===== config.mk =====
export PLATFORM = sky130hd
export DESIGN_NAME = key_repeat
export DESIGN_NICKNAME = d
export VERILOG_FILES = /design/src/rtl/tetris_pkg.sv /design/src/rtl/frame_tick_sync.sv /design/src/rtl/key_repeat.sv
export SDC_FILE = /design/constraint.sdc
export NUM_CORES = 1
export LEC_CHECK = 0
export CORE_ASPECT_RATIO = 1.4
export CORE_MARGIN = 4
export CORE_UTILIZATION = 32
export DETAILED_ROUTE_END_ITERATION = 12
export PLACE_DENSITY = 0.5
export SLEW_MARGIN = 20
export SYNTH_ARGS = -nofsm -noshare
export SYNTH_HDL_FRONTEND = slang
export SYNTH_SLANG_ARGS = --single-unit

===== constraint.sdc =====
create_clock -name clk -period 2.9 [get_ports clk]
set_input_delay 0.29 -clock clk [delete_from_list [all_inputs] [get_ports clk]]
set_output_delay 0.29 -clock clk [all_outputs]
set_load 0.005 [all_outputs]

===== src/rtl/tetris_pkg.sv =====
// tetris_pkg: keycodes, action encoding and key-repeat FSM states shared by the input path
package tetris_pkg;
    localparam logic [7:0] KEY_NONE  = 8'h00;
    localparam logic [7:0] KEY_A     = 8'h04;
    localparam logic [7:0] KEY_D     = 8'h07;
    localparam logic [7:0] KEY_W     = 8'h1A;
    localparam logic [7:0] KEY_S     = 8'h16;
    localparam logic [7:0] KEY_SPACE = 8'h2C;

    typedef enum logic [2:0] {
        ACT_NONE   = 3'd0,
        ACT_LEFT   = 3'd1,
        ACT_RIGHT  = 3'd2,
        ACT_ROTATE = 3'd3,
        ACT_SOFT   = 3'd4,
        ACT_HARD   = 3'd5
    } action_t;

    typedef enum logic [1:0] {IDLE, DAS, REPEAT, LOCKED} state_t;

    function automatic action_t map_key(input logic [7:0] kc);
        return kc == KEY_A     ? ACT_LEFT   :
               kc == KEY_D     ? ACT_RIGHT  :
               kc == KEY_W     ? ACT_ROTATE :
               kc == KEY_S     ? ACT_SOFT   :
               kc == KEY_SPACE ? ACT_HARD   : ACT_NONE;
    endfunction
endpackage


===== src/rtl/frame_tick_sync.sv =====
// frame_tick_sync: two-flop synchroniser for the vsync strobe plus rising-edge pulse
module frame_tick_sync (
    input  logic clk,
    input  logic reset,
    input  logic frame_clk,
    output logic frame_tick
);
    logic [2:0] sync_q;

    always_ff @(posedge clk or posedge reset) begin
        if (reset) sync_q <= '0;
        else       sync_q <= {sync_q[1:0], frame_clk};
    end

    assign frame_tick = sync_q[1] & ~sync_q[2];
endmodule


===== src/rtl/key_repeat.sv =====
// key_repeat: maps HID keycodes to game actions with DAS/ARR auto-repeat timed in frames
module key_repeat
    import tetris_pkg::*;
#(
    parameter int DAS_FRAMES  = 10,
    parameter int ARR_FRAMES  = 3,
    parameter int DROP_FRAMES = 2
) (
    input  logic       clk,
    input  logic       reset,
    input  logic       frame_clk,
    input  logic [7:0] keycode,
    output logic       move_left,
    output logic       move_right,
    output logic       rotate,
    output logic       soft_drop,
    output logic       hard_drop,
    output logic [2:0] active_key
);
    localparam logic [5:0] DAS_CNT  = 6'(DAS_FRAMES);
    localparam logic [5:0] ARR_CNT  = 6'(ARR_FRAMES);
    localparam logic [5:0] DROP_CNT = 6'(DROP_FRAMES);

    logic [7:0] kc_q, kc_prev;
    logic [5:0] cnt_q, cnt_d;
    state_t     state_q, state_d;
    action_t    act_q, act_d, pulse_q, pulse_d, new_act;
    logic       frame_tick, changed, lateral;

    frame_tick_sync u_sync (
        .clk        (clk),
        .reset      (reset),
        .frame_clk  (frame_clk),
        .frame_tick (frame_tick)
    );

    always_ff @(posedge clk or posedge reset) begin
        if (reset) begin
            kc_q    <= KEY_NONE;
            kc_prev <= KEY_NONE;
            state_q <= IDLE;
            cnt_q   <= '0;
            act_q   <= ACT_NONE;
            pulse_q <= ACT_NONE;
        end else begin
            kc_q    <= keycode;
            kc_prev <= kc_q;
            state_q <= state_d;
            cnt_q   <= cnt_d;
            act_q   <= act_d;
            pulse_q <= pulse_d;
        end
    end

    assign new_act = map_key(kc_q);
    assign changed = kc_q != kc_prev;
    assign lateral = new_act == ACT_LEFT || new_act == ACT_RIGHT;

    // A key change takes priority over a coincident frame tick, which is dropped
    always_comb begin
        state_d = state_q;
        cnt_d   = cnt_q;
        act_d   = act_q;
        pulse_d = ACT_NONE;
        if (new_act == ACT_NONE) begin
            state_d = IDLE;
            cnt_d   = '0;
            act_d   = ACT_NONE;
        end else if (changed) begin
            pulse_d = new_act;
            act_d   = new_act;
            state_d = lateral ? DAS : new_act == ACT_SOFT ? REPEAT : LOCKED;
            cnt_d   = lateral ? DAS_CNT : new_act == ACT_SOFT ? DROP_CNT : 6'd0;
        end else if (frame_tick && (state_q == DAS || state_q == REPEAT)) begin
            if (cnt_q == 6'd1) begin
                pulse_d = act_q;
                state_d = REPEAT;
                cnt_d   = act_q == ACT_SOFT ? DROP_CNT : ARR_CNT;
            end else if (cnt_q > 6'd1) begin
                cnt_d = cnt_q - 6'd1;
            end
        end
    end

    assign move_left  = pulse_q == ACT_LEFT;
    assign move_right = pulse_q == ACT_RIGHT;
    assign rotate     = pulse_q == ACT_ROTATE;
    assign soft_drop  = pulse_q == ACT_SOFT;
    assign hard_drop  = pulse_q == ACT_HARD;
    assign active_key = act_q;
endmodule


==> results.md <==
* Post-synthesis compound-gate area fraction at 14.0%
* DRT Wirelength at 3120 um
* Largest family of logic cells by synthesized area: simple AND/OR/NAND/NOR gates
* Max-slew violation count at 0
* Core area at 4640 sq um
* RSZ-0062 raised after global routing: false
* MaxCap Viol Count at 0
* Clock slew seen by the registers of the worst setup and hold paths at 70 ps
* Relative slew margins at 67.7%
* EDFF count, synth at 0
* Row count at 29
* First-pass GRT wire length at 5340 um
* R2R depth at 6
* Hold Vio Cnt, Final at 0
* Util after Layout at 40.7%
* Mux contribution to synthesized area at 0.717%
* Critical Path AT at 2240 ps
* GRT Util Overall at 11.6%
* Kind of critical path: reg2reg
* Worst Hold Class: reg2reg
* GPL Wtd Cong at 0.807
* Final setup viols at 0
* Hold depth at 0
* Cells after synthesis at 141
* #FFs+latches synth at 33
* Initial cell density of the core at 33.8%
* Crit Path Max Fanout at 8
* Worst skew pair latency at 290 ps
* Post-Synth XOR/XNOR Area at 5.58%
* Most frequent cells in the layout: dfrtp_1 (33), clkdlybuf4s50_1 (18), nor2_1 (13)
* Die area at 6110 sq um
* Fmax achieved at 485 MHz
* Final net count at 177
* Vias in the first global route at 1212
* Fraction of layout cells with a size suffix above 1 at 9.82%
* Post-DP Area at 1810 sq um
* Hold_buf cts at 0
* PnR worst setup slack at 838 ps
* Post-CTS setup buffers at 0
* Period utilization at 71.1%
* Synth warnings at 0
* Die X at 67.2 um
* Skew final at 8.90 ps
* Worst-path cell chain: inv_1 > ha_1 > nand2_1 > o41ai_2 > nor3b_4 > mux2_1
* DIE HEIGHT at 90.9 um
* Layout area overhead at 20.2%
* Pre-CTS WS at 846 ps
* Status: finished, final reports clean
* Setup TNS Final at 0 ps
* Tightest Pin Transition at 484 ps
* PwrDens at 457 nW/um^2
* TritonCTS clock tree: yes
* GRT Residual Overflow at 0
* Avg Inst Size Synth at 11.1 sq um
* Async SR Flop Fraction at 100%
* Post-DR wirelength/cell at 13.9 um
* Initial antenna violation count at 0
* Slowest stage delay, CP at 420 ps
* Via density per instance at 5.02
* Commonest non-fill, non-tap cell in the layout: dfrtp_1
* Netlist Area Pre-Place at 1570 sq um
* Req. time, crit path at 3070 ps
* Peak supply drop at 233 uV
* Via count at 1130
* Post-DRT Antenna Nets at 0
* Post-CTS resize count at 0
* Min Hold Slack at 348 ps
* Static Leak at 0.823 nW
* Top Ports at 19
* Post-synthesis adder-cell area fraction at 1.59%
* Pin count of the biggest net entering global routing at 34
* First DRT Iteration DRCs at 39
* Post-route minimum period at 2060 ps
* Syn_nets at 154
* Startpoint Class: flop
* H-tree Lvls at 2
* Main synth FF type: dfrtp_1
* Synth unique cells at 40
* DRC Markers at 0
* Buffers on Ports at 18
* Longest Clk Path Bufs at 2
* Clock Sinks at 33
* Crit end category: flop
* Dpl hpwl at 2350 um
* Simple-gate portion of the synthesized area at 22.9%
* CTS root buf: clkbuf_8
* Ant diodes at 0
* CP max stage cell: dfrtp_1
* Design Area, Final at 1890 sq um
* CTS buffer count at 5
* Router iterations before antenna repair at 4
* Seq/Total Area, Yosys at 52.6%
layer usage:
metal  share of wire [%]  vias to the layer above  track usage, %
li1                    -                      545               -
met5                   0                        -               0
met3                 5.0                        8            3.11
met4                 3.1                        0            6.60
met1                  40                      543            12.5
met2                  52                       34            19.5
cell usage after synthesis (3+ instances only):
cell | number | area (sq um)
and3b_1 | 3 | 26.3
dfrtp_1 | 33 | 826
nor3b_1 | 3 | 22.5
a21oi_1 | 8 | 40.0
xnor2_1 | 10 | 87.6
nand2_1 | 12 | 45.0
nand3_1 | 3 | 15.0
o21ai_0 | 5 | 25.0
nor3_1 | 4 | 20.0
inv_1 | 5 | 18.8
nor2_1 | 13 | 48.8
or3_1 | 4 | 25.0
metrics by stage:
stage | total power [mW] | cells
6_report | 0.864 | 225
5_1_grt | 0.896 | 225
4_1_cts | 0.874 | 225
3_5_place_dp | 0.558 | 219
3_3_place_gp | 0.557 | 219
2_1_floorplan | 0.534 | 141
registers in the layout, indices dropped and copies added, names as in the netlist:
register and flops:
kc_prev 8, kc_q 8, cnt_q 6, active_key 3
pulse_q 3, u_sync.sync_q 3, state_q 2
path summary, 6_finish.rpt:
| check | endpoint | slack, ps | startpoint |
|---|---|---|---|
| max | cnt_q[1] | 840 | cnt_q[0] |
| min | u_sync.sync_q[1] | 350 | u_sync.sync_q[0] |
| min reg2reg | u_sync.sync_q[1] | 350 | u_sync.sync_q[0] |
| min in group asynchronous | cnt_q[5] | 380 | reset |
| max in group asynchronous | active_key[2] | 2210 | reset |
| max reg2reg | cnt_q[1] | 840 | cnt_q[0] |
report_power, final:
| part | internal (mW) | switching, mW | total [mW] |
|---|---|---|---|
| Clock | 0.158 | 0.158 | 0.315 |
| Combinational | 0.0319 | 0.0240 | 0.0559 |
| Sequential | 0.475 | 0.0176 | 0.493 |
| Total | 0.664 | 0.199 | 0.864 |
worst max-delay path, delay by kind of cell (launching register included):
family / cells / cell delay [ps]
AOI/OAI and AO/OA: 1 / 400
adders and majority gates: 1 / 170
buffers and inverters: 1 / 80
DFF: 1 / 420
muxes: 1 / 360
and+or+nand+nor: 2 / 520
cells by family after synthesis:
group                    count (synthesis)
AO/OA/AOI/OAI                           30
XOR/XNOR                                10
adder cells (fa/ha/maj)                  2
multiplexers                             1
buffers and inverters                    8
flip-flops                              33
AND/OR/NAND/NOR                         57
area by class of cell:
type / count / area [sq um]
clock buffer: 5 / 68.8
inverter: 5 / 18.8
multi-input combinational: 100 / 704
clock inverter: 1 / 5.00
fill: 501 / 2760
timing repair buffer: 19 / 188
tap: 62 / 77.6
sequential: 33 / 826
No activity file was read; power rests on OpenSTA's default activity.
